$ cat config.mk
export PLATFORM = sky130hd
export DESIGN_NAME = ap_job_sequencer
export DESIGN_NICKNAME = d
export VERILOG_FILES = /design/src/rtl/ap_job_sequencer.sv
export SDC_FILE = /design/constraint.sdc
export NUM_CORES = 1
export LEC_CHECK = 0
export ABC_AREA = 1
export BUFFER_PORTS_ARGS = -buffer_cell sky130_fd_sc_hd__buf_2
export CORE_UTILIZATION = 50
export DETAILED_ROUTE_END_ITERATION = 12
export HOLD_SLACK_MARGIN = 0.06
export MAX_ROUTING_LAYER = met4
export PLACE_DENSITY = 0.76
export SETUP_SLACK_MARGIN = 0.02
export SYNTH_ARGS = -nofsm -noshare
export SYNTH_HDL_FRONTEND = slang
export SYNTH_SLANG_ARGS = --single-unit
export TNS_END_PERCENT = 50
$ cat constraint.sdc
create_clock -name clka -period 1.72 [get_ports clka]
set_input_delay 0.086 -clock clka [delete_from_list [all_inputs] [get_ports clka]]
set_output_delay 0.086 -clock clka [all_outputs]
set_load 0.01 [all_outputs]
$ cat src/rtl/ap_job_sequencer.sv
// ap_job_sequencer: runs one AP job end to end: load columns A/B, compute under a timeout, drain column C.
module ap_job_sequencer #(
    parameter int WORD_SIZE  = 8,
    parameter int CELL_QUANT = 512,
    parameter int ADDR_W     = 9,
    parameter int READ_LAT   = 2,
    parameter int TIMEOUT    = 4096
) (
    input  logic                 clka,
    input  logic                 rst,
    input  logic                 start_i,
    input  logic [2:0]           job_cmd_i,
    input  logic [ADDR_W:0]      job_len_i,
    output logic                 busy_o,
    output logic                 done_o,
    output logic                 timeout_err_o,
    input  logic                 in_valid_i,
    output logic                 in_ready_o,
    input  logic [WORD_SIZE-1:0] in_data_i,
    output logic                 out_valid_o,
    input  logic                 out_ready_i,
    output logic [WORD_SIZE-1:0] out_data_o,
    output logic                 out_last_o,
    output logic [ADDR_W-1:0]    ap_addr_o,
    output logic [WORD_SIZE-1:0] ap_data_in_o,
    output logic                 ap_write_en_o,
    output logic                 ap_read_en_o,
    output logic [1:0]           ap_sel_col_o,
    output logic                 ap_mode_o,
    output logic [2:0]           ap_cmd_o,
    input  logic [WORD_SIZE-1:0] ap_data_out_i,
    input  logic                 ap_irq_i
);
    typedef enum logic [2:0] {IDLE, LOAD_A, LOAD_B, COMPUTE, WAIT_IRQ, SETTLE, DRAIN} state_t;
    localparam int TW = $clog2(TIMEOUT) + 1;
    localparam int LW = $clog2(READ_LAT + 1) + 1;
    localparam logic [ADDR_W:0] MAX_LEN = (ADDR_W + 1)'(CELL_QUANT);
    localparam logic [TW-1:0] TMO_LAST = TW'(TIMEOUT - 1);
    localparam logic [LW-1:0] LAT_LAST = LW'(READ_LAT);
    state_t st_q;
    logic ph_q, rd_pend_q, busy_q, done_q, err_q, out_valid_q, out_last_q, we_q, re_q, mode_q;
    logic [ADDR_W:0] addr_q, len_q;
    logic [TW-1:0] tmo_q;
    logic [LW-1:0] lat_q;
    logic [WORD_SIZE-1:0] out_data_q, wdata_q;
    logic [ADDR_W-1:0] ap_addr_q;
    logic [1:0] sel_q;
    logic [2:0] cmd_q;
    logic len_ok, addr_last;
    assign len_ok = job_len_i != '0 && job_len_i <= MAX_LEN;
    assign addr_last = addr_q == len_q - 1'b1;
    assign in_ready_o = (st_q == LOAD_A || st_q == LOAD_B) && !ph_q;
    assign busy_o = busy_q;
    assign done_o = done_q;
    assign timeout_err_o = err_q;
    assign out_valid_o = out_valid_q;
    assign out_data_o = out_data_q;
    assign out_last_o = out_last_q;
    assign ap_addr_o = ap_addr_q;
    assign ap_data_in_o = wdata_q;
    assign ap_write_en_o = we_q;
    assign ap_read_en_o = re_q;
    assign ap_sel_col_o = sel_q;
    assign ap_mode_o = mode_q;
    assign ap_cmd_o = cmd_q;
    always_ff @(posedge clka) begin
        if (rst) begin
            st_q <= IDLE;
            {ph_q, rd_pend_q, busy_q, done_q, err_q, out_valid_q, out_last_q, we_q, re_q, mode_q} <= '0;
            addr_q <= '0;
            len_q <= '0;
            tmo_q <= '0;
            lat_q <= '0;
            out_data_q <= '0;
            wdata_q <= '0;
            ap_addr_q <= '0;
            sel_q <= '0;
            cmd_q <= '0;
        end else begin
            done_q <= 1'b0;
            err_q <= 1'b0;
            we_q <= 1'b0;
            re_q <= 1'b0;
            case (st_q)
                IDLE: if (start_i) begin
                    if (len_ok) begin
                        st_q <= LOAD_A;
                        len_q <= job_len_i;
                        cmd_q <= job_cmd_i;
                        addr_q <= '0;
                        ph_q <= 1'b0;
                        busy_q <= 1'b1;
                    end else err_q <= 1'b1;
                end
                LOAD_A, LOAD_B: if (!ph_q) begin
                    if (in_valid_i) begin
                        wdata_q <= in_data_i;
                        ap_addr_q <= addr_q[ADDR_W-1:0];
                        sel_q <= st_q == LOAD_B ? 2'd1 : 2'd0;
                        we_q <= 1'b1;
                        ph_q <= 1'b1;
                    end
                end else begin
                    ph_q <= 1'b0;
                    addr_q <= addr_last ? '0 : addr_q + 1'b1;
                    if (addr_last) st_q <= st_q == LOAD_A ? LOAD_B : COMPUTE;
                end
                COMPUTE: begin
                    mode_q <= 1'b1;
                    tmo_q <= '0;
                    st_q <= WAIT_IRQ;
                end
                // irq is checked first so it wins when it lands on the final timeout cycle
                WAIT_IRQ: if (ap_irq_i) begin
                    mode_q <= 1'b0;
                    st_q <= SETTLE;
                end else if (tmo_q == TMO_LAST) begin
                    mode_q <= 1'b0;
                    err_q <= 1'b1;
                    busy_q <= 1'b0;
                    st_q <= IDLE;
                end else tmo_q <= tmo_q + 1'b1;
                SETTLE: st_q <= DRAIN;
                DRAIN: if (out_valid_q) begin
                    if (out_ready_i) begin
                        out_valid_q <= 1'b0;
                        out_last_q <= 1'b0;
                        addr_q <= out_last_q ? '0 : addr_q + 1'b1;
                        if (out_last_q) begin
                            done_q <= 1'b1;
                            busy_q <= 1'b0;
                            st_q <= IDLE;
                        end
                    end
                end else if (!rd_pend_q) begin
                    re_q <= 1'b1;
                    ap_addr_q <= addr_q[ADDR_W-1:0];
                    sel_q <= 2'd2;
                    rd_pend_q <= 1'b1;
                    lat_q <= '0;
                end else if (lat_q == LAT_LAST) begin
                    out_data_q <= ap_data_out_i;
                    out_valid_q <= 1'b1;
                    out_last_q <= addr_last;
                    rd_pend_q <= 1'b0;
                end else lat_q <= lat_q + 1'b1;
                default: st_q <= IDLE;
            endcase
        end
    end
endmodule
==> results.sh <==
export IMPL_rsz0062_at_grt="true"
export IMPL_grt_overflow=0
export IMPL_endpoint_kind="flop"
export IMPL_ys_warn_count=0
export IMPL_power_frac_comb_pct=39.3
export IMPL_hpwlAfterDp_um=6950
export IMPL_final_setup_viol_count=12
export IMPL_start_util_pct=52.0
export IMPL_core_region_area_um2=7330
export IMPL_antenna_left=0
export IMPL_synth_nets=587
export IMPL_required_ps=2010
export IMPL_failed_checks="setup timing"
export IMPL_yosys_top_cells_count="nand2_1 (103), nor2_1 (83), dfxtp_1 (79)"
export IMPL_grt_pass1_wl_um=16800
export IMPL_cts_tree="built"
export IMPL_reg2reg_to="addr_q[6]"
export IMPL_avgViaCountPerCell=5.17
export IMPL_r2r_slack_ps=-120
export IMPL_critPathLaunchType="flop"
export IMPL_port_buffers=73
export IMPL_synth_most_common_cell="nand2_1"
export IMPL_grt_max_degree=23
export IMPL_finalMaxSlewViolations=0
export IMPL_ys_dominant_reg_cell="dfxtp_1"
export IMPL_first_iter_violations=292
export IMPL_crit_chain="inv_1 > nand3_1 > nand2_2 > nand2_2 > or2_4 > nand3_2 > nor2_4 > nand2_2 > buf_4 > nand2_1 > a21oi_1"
export IMPL_startpoint="st_q[0]"
export IMPL_ir_worst_vdd_mv=0.640
export IMPL_worst_clock_skew_ps=8.33
export IMPL_num_io_pins=74
export IMPL_powerDensity_nw_per_um2=1140
export IMPL_via_count=4072
export IMPL_grt_use_met2_pct=48.6
export IMPL_p_leak_nw=2.36
export IMPL_hp_class="in -> reg"
export IMPL_clock_path_buffers=2
export IMPL_area_growth_pct=37.9
export IMPL_grt_busiest_layer="met2"
export IMPL_p_sw_mw=2.36
export IMPL_fin_setup_tns_ps=-885
export IMPL_hold_depth=2
export IMPL_worstHoldEndpoint="ap_write_en_o"
export IMPL_synth_area_leader_cell="dfxtp_1"
export IMPL_cp_common_cell="nand2_2"
export IMPL_ys_seq_elements=79
export IMPL_nNetsFinal=723
export IMPL_post_route_min_period_ps=1840
export IMPL_synth_async_reset_ratio_pct=0
export IMPL_timing_final_hold_violations=0
export IMPL_root_buffer="clkbuf_8"
export IMPL_period_share_pct=107
export IMPL_drive_above_1_share_pct=29.2
export IMPL_path_delay_family="simple AND/OR/NAND/NOR gates"
export IMPL_netlist_top_cells_area="dfxtp_1 (41%), nand2_1 (10%), nor2_1 (8.2%), a21oi_1 (7.2%), o21ai_0 (5.6%)"
export IMPL_fin_total_pwr_mw=6.01
export IMPL_synth_top_area_share_pct=41.5
export IMPL_synthesis_area_um2=3810
export IMPL_avgSynthCellArea_um2=6.97
export IMPL_seq_power_share_pct=36.8
export IMPL_max_slew_margin_pct=76.9
export IMPL_worst_pin_slew_ps=347
export IMPL_p_sw_share_pct=39.3
export IMPL_antenna_found_initial=0
export IMPL_die_x_um=89.4
export IMPL_numCtsBuffers=9
export IMPL_synthCells=547
export IMPL_use_met3_pct=4.99
export IMPL_synth_edf_count=0
export IMPL_die_area_um2=7980
export IMPL_post_route_drc_count=0
export IMPL_status="finished, violations left"
export IMPL_place_congestion=0.897
export IMPL_grt_pass1_vias=3804
export IMPL_p_int_mw=3.65
export IMPL_min_from="rst"
export IMPL_max_stage_delay_ps=360
export IMPL_path_max_fanout=8
export IMPL_max_freq_mhz=543
export IMPL_fin_ws_ps=-123
export IMPL_die_h_um=89.4
export IMPL_first_pass_iters=4
export IMPL_crit_type="reg -> reg"
export IMPL_clkPwrFrac_pct=23.9
export IMPL_worstPathArrival_ps=2130
export IMPL_clk_pin_slew_worst_paths_ps=90
export IMPL_synth_cell_type_count=36
export IMPL_cp_num_buf_inv=2
export IMPL_clock_sinks=79
export IMPL_ys_seq_area_share_pct=41.5
export IMPL_drt_wl_total_um=10700
export IMPL_slowest_stage="dfxtp_4"
export IMPL_maxCapViolCount=0
export IMPL_grtUsageTotal_pct=28.2
export IMPL_diodes=0
export IMPL_clk_latency_ps=360
export IMPL_h_tree_depth=3
export IMPL_use_met1_pct=31.1
export IMPL_rr_worst_depth=11
export IMPL_rr_startpoint="st_q[0]"
export IMPL_drt_wirelength_per_cell_um=13.6
export IMPL_num_rows=31
flip-flops by register name, indices dropped and copies added, names as in the netlist, 2 cells and up:
register,count
tmo_q,13
addr_q,10
len_q,10
ap_addr_o,9
ap_data_in_o,8
out_data_o,8
ap_cmd_o,3
lat_q,3
st_q,3
ap_sel_col_o,2
power by group through the flow:
stage | sequential [mW] | clock [mW] | combinational [mW]
global route | 2.24 | 1.54 | 2.59
detailed placement | 2.22 | 0 | 1.95
global placement | 2.22 | 0 | 1.89
floorplan | 2.28 | 0 | 1.28
finish | 2.21 | 1.43 | 2.36
CTS | 2.19 | 1.45 | 2.10
cells in the final DEF (no fill, tap or decap), types with 10 or more instances in the layout:
cell type / Yosys / layout
a21oi_1: 55 / 52
buf_2: 5 / 73
buf_4: 1 / 34
dfxtp_1: 79 / 72
dlygate4sd3_1: 0 / 31
inv_1: 56 / 51
nand2_1: 103 / 95
nand3_1: 26 / 18
nand3_2: 2 / 10
nor2_1: 83 / 76
o21ai_0: 43 / 40
xor2_1: 10 / 10
through the flow:
step | std cells | hold WS (ps) | util (%) | cell area [um^2] | worst slack [ps]
3_3_place_gp | 733 | 308 | 61.2 | 4490 | -58.0
5_1_grt | 787 | 139 | 71.8 | 5260 | -222
3_5_place_dp | 733 | 320 | 61.2 | 4490 | -132
6_report | 787 | 110 | 71.8 | 5260 | -123
4_1_cts | 781 | 97.9 | 69.1 | 5060 | -50.9
2_1_floorplan | 547 | 221 | - | 3820 | 55.3
per-layer routing:
metal	wire [um]	share of wire, %	vias to the layer above
met4	394	3.7	0
met2	5600	52	114
met1	4290	40	1876
li1	-	-	2042
met5	0	0	-
met3	453	4.2	40
how the worst max path moves through the flow:
stage / endpoint / slack, ps / cells after the start
floorplan: addr_q[1] / 60 / 15
global placement: addr_q[1] / -60 / 15
detailed placement: addr_q[3] / -130 / 15
CTS: st_q[0] / -50 / 15
finish: addr_q[6] / -120 / 11
global route: addr_q[7] / -220 / 11
layout make-up:
class,count,area [um^2]
multi-input cells,389,2100
flip-flops and latches,79,1590
clock inverters,7,78.8
clock buffers,9,124
repair buffers,142,998
fillers,544,2070
inverters,62,245
well taps,99,124
logic make-up after synthesis:
logic type | synth area share [%]
adder cells (fa/ha/maj) | 1.64
buffers and inverters | 8.40
AND/OR/NAND/NOR | 30.1
flip-flops | 41.5
XOR/XNOR | 3.64
AO/OA/AOI/OAI | 14.7
timing repair:
action                                  in CTS  in global routing
hold buffers                                31                  0
endpoints found under the setup margin      15                 61
gates cloned                                 1                  1
gates resized for setup                     18                 43
buffers inserted                             0                  6
endpoints found under the hold margin       31                  0
pin swaps                                    3                 12
(Power assumes the default switching activity.)
